$ cat config.mk
export PLATFORM = sky130hd
export DESIGN_NAME = nvram_upload_engine
export DESIGN_NICKNAME = d
export VERILOG_FILES = /design/src/rtl/nvram_pkg.sv /design/src/rtl/nvram_rd_pipe.sv /design/src/rtl/nvram_upload_engine.sv
export SDC_FILE = /design/constraint.sdc
export NUM_CORES = 1
export LEC_CHECK = 0
export ABC_AREA = 1
export BUFFER_PORTS_ARGS = -buffer_cell sky130_fd_sc_hd__buf_2
export CAP_MARGIN = 15
export CORE_ASPECT_RATIO = 0.9
export CORE_UTILIZATION = 40
export CTS_CLUSTER_SIZE = 30
export DETAILED_ROUTE_END_ITERATION = 8
export GPL_TIMING_DRIVEN = 1
export SLEW_MARGIN = 40
export SYNTH_ARGS = -nofsm -noshare
export SYNTH_HDL_FRONTEND = slang
export SYNTH_SLANG_ARGS = --single-unit
$ cat constraint.sdc
create_clock -name i_clk_18m -period 3.56 [get_ports i_clk_18m]
set_input_delay 0.178 -clock i_clk_18m [delete_from_list [all_inputs] [get_ports i_clk_18m]]
set_output_delay 0.178 -clock i_clk_18m [all_outputs]
set_load 0.02 [all_outputs]
$ cat src/rtl/nvram_pkg.sv
// ---------------------------------------------------------------------------
// nvram_pkg
// Shared definitions for the NVRAM upload engine:
//   - nvram_state_t : upload FSM states
//   - FILL_BYTE     : value returned for offsets outside the window
//   - CSUM_W        : width of the optional upload checksum accumulator
// ---------------------------------------------------------------------------
package nvram_pkg;

    typedef enum logic [2:0] {
        IDLE    = 3'd0,
        PAUSE   = 3'd1,
        READY   = 3'd2,
        FETCH   = 3'd3,
        RELEASE = 3'd4
    } nvram_state_t;

    localparam logic [7:0] FILL_BYTE = 8'hFF;
    localparam int         CSUM_W    = 8;

endpackage

$ cat src/rtl/nvram_rd_pipe.sv
// ---------------------------------------------------------------------------
// nvram_rd_pipe
// RD_LAT-deep valid shift register tracking one outstanding RAM read.
// o_valid is high in the cycle ram_q carries the data for a read issued
// RD_LAT cycles earlier.
// Ports:
//   i_clk    : clock
//   i_reset  : synchronous active-high reset
//   i_flush  : drop anything in flight (session teardown)
//   i_issue  : a RAM read is issued this cycle
//   o_valid  : RAM data for the oldest issued read is on ram_q now
// ---------------------------------------------------------------------------
module nvram_rd_pipe #(
    parameter int RD_LAT = 1
) (
    input  logic i_clk,
    input  logic i_reset,
    input  logic i_flush,
    input  logic i_issue,
    output logic o_valid
);

    logic [RD_LAT-1:0] r_shift;

    generate
        if (RD_LAT == 1) begin : g_one
            always_ff @(posedge i_clk) begin
                if (i_reset || i_flush) begin
                    r_shift <= '0;
                end else begin
                    r_shift <= i_issue;
                end
            end
        end else begin : g_multi
            always_ff @(posedge i_clk) begin
                if (i_reset || i_flush) begin
                    r_shift <= '0;
                end else begin
                    r_shift <= {r_shift[RD_LAT-2:0], i_issue};
                end
            end
        end
    endgenerate

    assign o_valid = r_shift[RD_LAT-1];

endmodule

$ cat src/rtl/nvram_upload_engine.sv
// ---------------------------------------------------------------------------
// nvram_upload_engine
// Streams a window of CPU work RAM (hiscore / NVRAM) to the HPS upload port.
// The CPU is paused through pause_req/pause_ack while a session is active,
// and RAM is read through the spare display-side port.
//
// Optional feature macro: NVRAM_CHECKSUM_EN
//   defined   : an 8-bit sum of the bytes served in the session is kept, and
//               a read of offset LEN returns its complement (latency 1).
//   undefined : offset LEN is just another out-of-range offset (FF).
//
// Ports:
//   i_clk_18m   : sole clock
//   i_reset     : synchronous active-high reset
//   i_up_active : upload session in progress (level)
//   i_up_addr   : byte offset requested by the HPS, valid with i_up_rd
//   i_up_rd     : one-cycle read strobe
//   o_up_din    : byte returned to the HPS
//   o_up_wait   : read outstanding, or session not yet paused
//   o_pause_req : CPU halt request
//   i_pause_ack : CPU halted at an instruction boundary
//   o_ram_addr  : RAM read address
//   o_ram_rd    : RAM read enable (one cycle per fetch)
//   i_ram_q     : RAM data, valid RD_LAT cycles after o_ram_rd
//   o_err       : sticky error (pause timeout, strobe while busy, ack lost)
//   o_state     : current FSM state, for observation
//
// HPS handshake: i_up_rd is a single-cycle request that carries i_up_addr.
// A request is only accepted in READY. In-window requests raise o_up_wait
// in the strobe cycle and keep it high until the cycle o_up_din holds the
// byte (RD_LAT+1 cycles after the strobe). Out-of-window requests leave
// o_up_wait low and update o_up_din on the next cycle. A strobe arriving
// in any other session state is dropped and flagged in o_err.
// ---------------------------------------------------------------------------
module nvram_upload_engine
    import nvram_pkg::*;
#(
    parameter int RAM_AW   = 11,   // must not exceed the 14-bit offset width
    parameter int BASE     = 0,
    parameter int LEN      = 256,
    parameter int RD_LAT   = 1,
    parameter int PAUSE_TO = 1023
) (
    input  logic              i_clk_18m,
    input  logic              i_reset,
    input  logic              i_up_active,
    input  logic [13:0]       i_up_addr,
    input  logic              i_up_rd,
    output logic [7:0]        o_up_din,
    output logic              o_up_wait,
    output logic              o_pause_req,
    input  logic              i_pause_ack,
    output logic [RAM_AW-1:0] o_ram_addr,
    output logic              o_ram_rd,
    input  logic [7:0]        i_ram_q,
    output logic              o_err,
    output nvram_state_t      o_state
);

    // The pause timer counts PAUSE cycles 0..PAUSE_TO-1; the last one
    // without an ack gives up.
    localparam int                 TIMER_W    = (PAUSE_TO < 2) ? 1 : $clog2(PAUSE_TO);
    localparam logic [TIMER_W-1:0] TIMER_LAST = TIMER_W'(PAUSE_TO - 1);
    localparam logic [14:0]        LEN_W      = 15'(LEN);

    nvram_state_t        r_state;
    nvram_state_t        w_state_nxt;
    logic                r_active_d;
    logic                r_pause_req;
    logic                w_pause_req_nxt;
    logic                r_err;
    logic                w_err_nxt;
    logic [TIMER_W-1:0]  r_timer;
    logic [TIMER_W-1:0]  w_timer_nxt;
    logic [7:0]          r_up_din;
    logic [7:0]          w_up_din_nxt;
    logic [RAM_AW-1:0]   r_ram_addr;
    logic [RAM_AW-1:0]   w_ram_addr;
    logic                w_fire;
    logic                w_up_wait;
    logic                w_in_range;
    logic                w_active_rise;
    logic                w_q_valid;
    logic                w_flush;

`ifdef NVRAM_CHECKSUM_EN
    logic [CSUM_W-1:0]   r_acc;
    logic [CSUM_W-1:0]   w_acc_nxt;
    logic                w_csum_slot;

    assign w_csum_slot = ({1'b0, i_up_addr} == LEN_W);
`endif

    assign w_active_rise = i_up_active & ~r_active_d;
    assign w_in_range    = ({1'b0, i_up_addr} < LEN_W);
    // Window start plus offset, wrapping within the RAM address space.
    assign w_ram_addr    = RAM_AW'(BASE) + i_up_addr[RAM_AW-1:0];
    // Anything still in the read pipe when a session ends is stale.
    assign w_flush       = (r_state == RELEASE);

    nvram_rd_pipe #(
        .RD_LAT (RD_LAT)
    ) u_rd_pipe (
        .i_clk   (i_clk_18m),
        .i_reset (i_reset),
        .i_flush (w_flush),
        .i_issue (w_fire),
        .o_valid (w_q_valid)
    );

    // -----------------------------------------------------------------------
    // State and registered outputs
    // -----------------------------------------------------------------------
    always_ff @(posedge i_clk_18m) begin
        if (i_reset) begin
            r_state     <= IDLE;
            r_active_d  <= 1'b0;
            r_pause_req <= 1'b0;
            r_err       <= 1'b0;
            r_timer     <= '0;
            r_up_din    <= FILL_BYTE;
            r_ram_addr  <= '0;
        end else begin
            r_state     <= w_state_nxt;
            r_active_d  <= i_up_active;
            r_pause_req <= w_pause_req_nxt;
            r_err       <= w_err_nxt;
            r_timer     <= w_timer_nxt;
            r_up_din    <= w_up_din_nxt;
            if (w_fire) begin
                r_ram_addr <= w_ram_addr;
            end
        end
    end

`ifdef NVRAM_CHECKSUM_EN
    always_ff @(posedge i_clk_18m) begin
        if (i_reset) begin
            r_acc <= '0;
        end else begin
            r_acc <= w_acc_nxt;
        end
    end
`endif

    // -----------------------------------------------------------------------
    // Next state and outputs
    // -----------------------------------------------------------------------
    always_comb begin
        w_state_nxt     = r_state;
        w_pause_req_nxt = r_pause_req;
        w_err_nxt       = r_err;
        w_timer_nxt     = r_timer;
        w_up_din_nxt    = r_up_din;
        w_fire          = 1'b0;
        w_up_wait       = 1'b0;
`ifdef NVRAM_CHECKSUM_EN
        w_acc_nxt       = r_acc;
`endif

        case (r_state)
            IDLE: begin
                // Sessions start on the rising edge only, so a timed-out
                // session with up_active still high does not retry forever.
                if (w_active_rise) begin
                    w_state_nxt     = PAUSE;
                    w_pause_req_nxt = 1'b1;
                    w_timer_nxt     = '0;
                    // A strobe in the start cycle cannot be served.
                    w_err_nxt       = i_up_rd;
`ifdef NVRAM_CHECKSUM_EN
                    w_acc_nxt       = '0;
`endif
                end
            end

            PAUSE: begin
                w_up_wait   = 1'b1;
                w_timer_nxt = r_timer + 1'b1;
                if (i_up_rd) begin
                    w_err_nxt = 1'b1;
                end
                if (!i_up_active) begin
                    w_state_nxt = RELEASE;
                end else if (i_pause_ack) begin
                    w_state_nxt = READY;
                end else if (r_timer == TIMER_LAST) begin
                    w_err_nxt   = 1'b1;
                    w_state_nxt = RELEASE;
                end
            end

            READY: begin
                // Losing the halt mid-session is reported but not fatal.
                if (!i_pause_ack) begin
                    w_err_nxt = 1'b1;
                end
                if (!i_up_active) begin
                    w_state_nxt = RELEASE;
                end else if (i_up_rd) begin
                    if (w_in_range) begin
                        w_fire      = 1'b1;
                        w_up_wait   = 1'b1;
                        w_state_nxt = FETCH;
`ifdef NVRAM_CHECKSUM_EN
                    end else if (w_csum_slot) begin
                        w_up_din_nxt = ~r_acc;
`endif
                    end else begin
                        w_up_din_nxt = FILL_BYTE;
                    end
                end
            end

            FETCH: begin
                w_up_wait = 1'b1;
                if (!i_pause_ack || i_up_rd) begin
                    w_err_nxt = 1'b1;
                end
                // Session end wins over a byte arriving in the same cycle.
                if (!i_up_active) begin
                    w_state_nxt = RELEASE;
                end else if (w_q_valid) begin
                    w_up_din_nxt = i_ram_q;
                    w_state_nxt  = READY;
`ifdef NVRAM_CHECKSUM_EN
                    w_acc_nxt    = r_acc + i_ram_q;
`endif
                end
            end

            RELEASE: begin
                w_pause_req_nxt = 1'b0;
                if (i_up_rd) begin
                    w_err_nxt = 1'b1;
                end
                w_state_nxt = IDLE;
            end

            default: begin
                w_pause_req_nxt = 1'b0;
                w_state_nxt     = IDLE;
            end
        endcase
    end

    assign o_up_din    = r_up_din;
    assign o_up_wait   = w_up_wait;
    assign o_pause_req = r_pause_req;
    assign o_ram_rd    = w_fire;
    // Address is live in the strobe cycle and held afterwards.
    assign o_ram_addr  = w_fire ? w_ram_addr : r_ram_addr;
    assign o_err       = r_err;
    assign o_state     = r_state;

endmodule

## After elaboration in Yosys (flattened, before gate mapping)

Index checks and enable logic that the tools add are counted.

| storage, ports and cells | value |
|---|---|
| word-level logic and storage cells | 78 |
| register bits | 36 |

| operators by class | value |
|---|---|
| eq/ne operators | 17 |
| $lt $le $gt $ge | 1 |
| reduce and logical (&&, ||, !) cells | 14 |
| mux-type cells | 34 |
| bitwise gates (word level) | 3 |
| $add $sub $neg | 1 |

Operator list:

| operator | number |
|---|---|
| $mux 8 | 5 |
| $mux 3 | 9 |
| $pmux 10 s2 | 1 |
| $pmux 8 s2 | 1 |
| $lt 14x9->1 const B | 1 |
| $ne 2x2->1 const B | 7 |
| $mux 1 | 12 |
| $pmux 3 s4 | 1 |
| $mux 11 | 1 |
| $add 10x1->10 const B | 1 |
| $eq 10x10->1 const B | 1 |
| $mux 10 | 1 |
| $eq 3x2->1 const B | 2 |
| $ne 3x3->1 const B | 2 |
| $reduce_and 6->1 | 1 |
| $pmux 1 s5 | 1 |
| $reduce_and 5->1 | 1 |
| $reduce_bool 5->1 | 1 |
| $ne 4x4->1 const B | 1 |
| $pmux 1 s2 | 2 |
| $reduce_and 2->1 | 2 |
| $reduce_and 4->1 | 1 |
| $reduce_bool 2->1 | 2 |
| $eq 3x1->1 const B | 1 |
| 10 further kinds | 12 |

## Depth between registers and ports, before layout

Gate-level depths: netlist of the first run.

| logic depth | value |
|---|---|
| depth after elaboration | 6 |
| depth in mapped cells | 10 |

## By module

A second synthesis of the first run with hierarchy kept.

| unflattened totals | value |
|---|---|
| cell total of the unflattened synthesis | 276 |
| area, all modules | 1876.8 µm² |

Modules (own cells, without submodules):

| module | instances | cells an instance | area an instance (µm²) |
|---|---|---|---|
| nvram_upload_engine | 1 | 272 | 1843.0 |
| nvram_rd_pipe | 1 | 4 | 33.8 |

## Least setup slack after synthesis of the first run

Ideal clock, no wire load.

| timing path | value |
|---|---|
| path type | reg2out |
| from | register r_state[1], in the netlist o_state[1] |
| to | output o_ram_addr[0] |
| path slack | 1.913 ns |
| data required time | 3.382 ns |
| stages on the path, launching flop included | 11 |
| data arrival time | 1.469 ns |
| cell sequence | dfxtp_1 -> inv_2 -> nor2_4 -> nand2_4 -> nor2_4 -> inv_2 -> nor2_8 -> buf_8 -> nand2_1 -> o21ai_2 -> inv_1 |

| on the way | value |
|---|---|
| word-level cells in the longest chain between the ends | 3 |

Ends and longest elaborated chain:

| what | line | text |
|---|---|---|
| start, declared | nvram_upload_engine.sv:66 | `nvram_state_t r_state;` |
| start signal, assigned | nvram_upload_engine.sv:124 | `r_state <= w_state_nxt;` |
| $eq 3x2->1 | nvram_upload_engine.sv:161 | `case (r_state)` |
| $mux 1 | nvram_upload_engine.sv:161 |  |
| $mux 11 | n/a |  |
| end, declared | nvram_upload_engine.sv:53 | `output logic [RAM_AW-1:0] o_ram_addr,` |

No other way between the ends.

## Worst setup path in the final report of the first run

Ends and elaborated chain as after synthesis.

==> results by group, run 1 <==
Run status
  • Status: complete, no violations

Hold path
  • Hold Startpoint: i_ram_q[5]
  • Hold Path Class: input pin to register

STA
  • Slew Viols, Final: 0
  • Clk_skew: 0.00833 ns
  • RSZ-0062 raised after global routing: false
  • TNS Setup: 0 ns
  • Tightest slew margin relative to the limit: 66.6%
  • Max Fclk: 486 MHz
  • Min Tclk post-route: 2.06 ns
  • Hold Vio Cnt, Final: 0
  • Slew @ Worst Pin: 0.499 ns
  • Period utilization: 57.8%
  • # setup viols final: 0
  • Setup WS post-layout: 1.50 ns

Logic synthesis
  • Mapped Area: 1820 sq um
  • Syn Area/Cell: 6.93 sq um
  • Synth cell types: 25
  • Yosys Warn Count: 0
  • Seq/Total Area, Yosys: 39.7%
  • Synth Instances: 262
  • Yosys reg bits: 36
  • Synthesized Nets: 291

Drt
  • Initial DRC count: 84
  • Routed Antenna Nets: 0
  • WL final: 4.00 mm
  • DR WL/cell: 10.6 um
  • Vias per cell: 4.61
  • 1st-pass router iterations: 6
  • DR vias: 1734
  • Residual DRC: 0

CTS
  • TritonCTS Buffers: 5
  • Clock slew at reported path FFs: 0.07 ns
  • Cts hold-fix bufs: 0
  • Worst skew pair latency: 0.29 ns
  • CTS max path bufs: 2
  • Resized cells post-CTS: 0
  • CTS H-Tree Depth: 2
  • CTS tree: built
  • Post-CTS setup buffers: 0
  • Num Clock Sinks: 36
  • Clk root buf: clkbuf_8

Global routing
  • GRT Total Usage: 18.5%
  • Pin count of the biggest net entering global routing: 25
  • Vias in the first global route: 1493
  • Initial antenna violation count: 0
  • Wire length of the first global-routing pass: 6.75 mm
  • GR Overflow Total: 0

Power and ir drop
  • Power Density: 424 nW/um^2
  • Max VDD drop: 205 uV
  • Total power draw: 943 uW
  • Leakage power: 1.11 nW

Layout
  • Nets: 344
  • Diode count: 0
  • # fillers: 438
  • Area growth, synth to finish: 22.5%
  • Ratio of cells with drive above 1 in the final layout: 25.9%
  • Final cell count without fillers: 376

Place
  • Placed insts: 368
  • Post-DP HPWL: 2.91 mm
  • Placer Congestion: 0.864
  • I/O Buffers: 52
  • DP Worst Slack: 1.80 ns

Critical path
  • Worst setup startpoint: o_state[1]$_SDFFE_PP0P_
  • Reg2reg start: o_state[0]$_SDFFE_PP0P_
  • Crit path required time: 3.38 ns
  • Crit-path max FO: 24
  • Setup CP Type: register to output pin
  • Crit. End Element: output pin
  • Startpoint Class: register
  • Worst EP arrival: 1.88 ns

Floorplan
  • Die footprint: 4820 sq um
  • # IOs: 53
  • Total core area: 4210 sq um
  • Die Ht: 65.9 um
  • Cell Rows: 22
  • Initial Utilization: 43.1%
  • Die X: 73.0 um

Run
  • Max Cap Viol: 0
## placed cells by master (no fill, tap or decap), types with 2 or more instances in the layout
| cell | instances |
|---|---|
| nand2_1 | 59 |
| buf_2 | 52 |
| nor2_1 | 42 |
| inv_1 | 37 |
| dfxtp_1 | 36 |
| nand3_1 | 19 |
| a21oi_1 | 11 |
| o21ai_2 | 8 |
| o211ai_1 | 8 |
| o21ai_0 | 7 |
| clkbuf_8 | 7 |
| nand4_1 | 6 |
| nor3_1 | 6 |
| inv_2 | 4 |
| nand2_2 | 3 |
| nor2_4 | 2 |
| ha_1 | 2 |
## critical path, cell delays in order (launching register included)
cell and delay [ns]:
dfxtp_1 0.44, inv_2 0.09, nor2_4 0.13, nand2_4 0.08, nor2_4 0.09, inv_2 0.07, nor2_8 0.29, nand2_1 0.12
o21ai_2 0.09, inv_1 0.05, buf_2 0.15
## stage by stage
stage,utilization [%],instance area [sq um],hold slack (ns)
floorplan,-,1820,0.256
global placement,49.8,2100,0.432
detailed placement,49.8,2100,0.436
CTS,52.8,2220,0.142
global route,52.8,2220,0.138
finish,52.8,2220,0.141
## where the power goes
| group | switching (mW) | internal, mW | total (mW) | leakage (nW) |
|---|---|---|---|---|
| sequential | 0.0122 | 0.413 | 0.425 | 0.292 |
| clock | 0.147 | 0.247 | 0.394 | 0.0645 |
| combinational | 0.0830 | 0.0410 | 0.124 | 0.755 |
## worst paths after layout
kind                            depth (start not counted)                         to  slack (ns)
worst min register to register                          2  r_ram_addr[10]$_SDFF_PP0_        0.44
worst min-delay path                                    3   o_up_din[5]$_SDFFE_PP1P_        0.14
worst max register to register                          7    r_timer[6]$_SDFFE_PP0P_        1.90
worst max-delay path                                   10              o_ram_addr[0]        1.50
## layer usage
metal	track usage, %	vias up	wire, um
met2	27.5	61	1700
met1	24.8	731	2000
met4	6.86	0	54
met3	5.79	6	245
met5	0	-	0
li1	-	936	-
## layout make-up
cell class                      count  area [sq um]  area share (%)
Multi-Input combinational cell    179           888            39.9
Inverter                           41           154            6.92
Timing Repair Buffer               52           260            11.7
Sequential cell                    36           721            32.4
Clock inverter                      1          30.0            1.35
Tap cell                           60          75.1            3.37
Clock buffer                        7          96.3            4.33
## state kept, by name, indices dropped and copies added, names as in the netlist
name,count
r_ram_addr,11
o_pause_req,1
o_up_din,8
r_active_d,1
u_rd_pipe.o_valid,1
o_state,3
r_timer,10
o_err,1
## synth_stat cells (all sizes together)
master / instances / area, sq um
inv: 41 / 154
a21oi: 12 / 63.8
dfxtp: 36 / 721
o211ai: 8 / 60.1
nand3: 19 / 95.1
nand2: 63 / 251
nor2: 46 / 206
nor3: 6 / 30.0
o21ai: 15 / 105
ha: 2 / 25.0
buf: 3 / 42.5
nand4: 6 / 37.5
or2: 1 / 6.26
clkbuf: 3 / 11.3
a211oi: 1 / 7.51
## cells by family after synthesis
logic type	synth area share, %
flops	39.7
simple gates	34.5
buf+inv	11.4
compound gates	13.0
fa+ha+maj	1.38
Power figures use the tool's default switching activity.
==> run 2: changes to the inputs <==
- PLACE_DENSITY: not set -> 0.67
- clock period: 3.56 -> 1.8 ns (I/O delays scaled with it)
==> run 2 against run 1 <==
Compared with the run above: final cell count up 2.7%; die area unchanged; critical endpoint is now o_ram_addr[5]; power up 85%; non-clock buffer count up 9; largest power group unchanged; flip-flop and latch count unchanged.
==> results by group, run 2 (same netlist as run 1, synthesis figures left out) <==
Layout
  • Final cell count without fillers: 386
  • Largest Register: r_ram_addr
  • Util after Layout: 55.0%
  • # fillers: 419
  • Commonest non-fill, non-tap cells in the layout: nand2_1, buf_2, nor2_1
  • Nets: 355
  • Max FFs per register: 11
  • Diode count: 0
  • Leading cell type in the layout, fill and taps excluded: nand2_1
  • Ratio of cells with drive above 1 in the final layout: 29.4%
  • Area growth, synth to finish: 27.5%

Drt
  • Routed Antenna Nets: 0
  • Residual DRC: 0
  • DR WL/cell: 10.8 um
  • Initial DRC count: 57
  • 1st-pass router iterations: 4
  • Vias per cell: 4.75
  • DR vias: 1833
  • WL final: 4.18 mm

Critical path
  • Worst EP arrival: 1.70 ns
  • Startpoint Class: register
  • Crit path max-delay cell type: dfxtp_2
  • Crit. End Element: output pin
  • CP most frequent cell: nor2_4
  • Crit-path cells: inv_2 > nor2_4 > nand2_4 > nor2_4 > inv_4 > nor2_4 > nand2_2 > o21ai_2 > inv_1 > buf_2
  • Crit path required time: 1.71 ns
  • Kind of cell adding the most delay to the critical path: simple AND/OR/NAND/NOR gates
  • Flop2flop setup slack: 0.24 ns
  • Buf/Inv on CP: 4
  • Setup CP Type: register to output pin
  • Delay of the slowest critical-path stage: 0.34 ns
  • Crit-path max FO: 6

Place
  • Placer Congestion: 0.860
  • I/O Buffers: 52
  • Post-DP HPWL: 2.97 mm
  • Placed insts: 374

Run
  • Max Cap Viol: 0

Global routing
  • Pin count of the biggest net entering global routing: 22
  • GRT Total Usage: 19.2%
  • Vias in the first global route: 1621
  • GR Overflow Total: 0
  • Initial antenna violation count: 0
  • Wire length of the first global-routing pass: 7.11 mm

STA
  • TNS Setup: 0 ns
  • Clk_skew: 0.00601 ns
  • # setup viols final: 0
  • Hold slack: 0.0552 ns
  • Slew Viols, Final: 0
  • RSZ-0062 raised after global routing: true
  • Slew @ Worst Pin: 0.551 ns
  • Hold Vio Cnt, Final: 0
  • Tightest slew margin relative to the limit: 63.2%
  • Max Fclk: 559 MHz
  • Period utilization: 99.3%
  • Min Tclk post-route: 1.79 ns

Power and ir drop
  • Max VDD drop: 398 uV
  • Total power draw: 1.74 mW
  • Power Density: 752 nW/um^2
  • Leakage power: 1.15 nW

Floorplan
  • Die X: 73.0 um
  • # IOs: 53
  • Total core area: 4210 sq um
  • Initial Utilization: 43.1%
  • Cell Rows: 22
  • Die footprint: 4820 sq um
  • Die Ht: 65.9 um

CTS
  • CTS tree: built
  • Clk root buf: clkbuf_8
  • CTS max path bufs: 2
  • Num Clock Sinks: 36
  • Clock slew at reported path FFs: 0.07 ns
  • TritonCTS Buffers: 5
  • Worst skew pair latency: 0.29 ns
  • CTS H-Tree Depth: 2
  • Cts hold-fix bufs: 0

Run status
  • Status: complete, no violations

Hold path
  • Hold Path Class: input pin to register
[run 2: changes by cell type in the layout (fill, tap and decap cells not counted), moves of 2 or more]
cell,before,now
dfxtp_1,36,34
nand2_2,3,5
buf_2,52,50
nand2_1,59,57
buf_4,0,9
nor2_4,2,4
dfxtp_2,0,2
[run 2: power breakdown]
group	switching, mW	internal, mW	leakage (nW)
clock	0.283	0.341	0.0503
combinational	0.176	0.105	0.808
sequential	0.0182	0.817	0.293
total	0.478	1.26	1.15
[run 2: metal layers]
| layer | track usage, % | part of all wire [%] |
|---|---|---|
| met1 | 25.5 | 50 |
| met2 | 29.6 | 44 |
| met3 | 4.57 | 4.8 |
| met4 | 8.09 | 1.8 |
| met5 | 0 | 0 |
[run 2: metrics by stage]
step / area (sq um) / setup slack [ns]
floorplan: 1820 / 0.241
global placement: 2140 / 0.278
detailed placement: 2140 / 0.226
CTS: 2250 / 0.00211
global route: 2320 / -0.0826
finish: 2320 / 0.0120
[run 2: area by class of cell]
class | count | area (sq um) | share of cell area (%)
multi-input combinational | 181 | 916 | 39.5
sequential | 36 | 723 | 31.2
timing repair buffer | 61 | 349 | 15.1
inverter | 41 | 156 | 6.75
clock buffer | 7 | 96.3 | 4.16
tap | 60 | 75.1 | 3.24
[run 2: final timing paths]
path                                 start                        to  cells past startpoint
setup reg to reg   o_state[0]$_SDFFE_PP0P_   r_timer[6]$_SDFFE_PP0P_                      7
setup / recovery   o_state[1]$_SDFFE_PP0P_             o_ram_addr[5]                     10
hold / removal                  i_ram_q[0]  o_up_din[0]$_SDFFE_PP1P_                      3
hold reg to reg   r_ram_addr[9]$_SDFF_PP0_  r_ram_addr[9]$_SDFF_PP0_                      2
[run 2: timing repair]
| item | 4_1_cts | 5_1_grt |
|---|---|---|
| pin swaps | 1 | 3 |
| resized for setup | 1 | 7 |
| endpoints found under the setup margin | 9 | 13 |
| cloned | 1 | 1 |
| buffers inserted | 0 | 3 |
[run 2: worst register-to-register path: cells and delay by family, from the launching register on]
kind | cells | cell delay [ns]
flip-flops | 1 | 0.44
buffers and inverters | 1 | 0.12
AND/OR/NAND/NOR | 5 | 0.73
AO/OA/AOI/OAI | 1 | 0.17
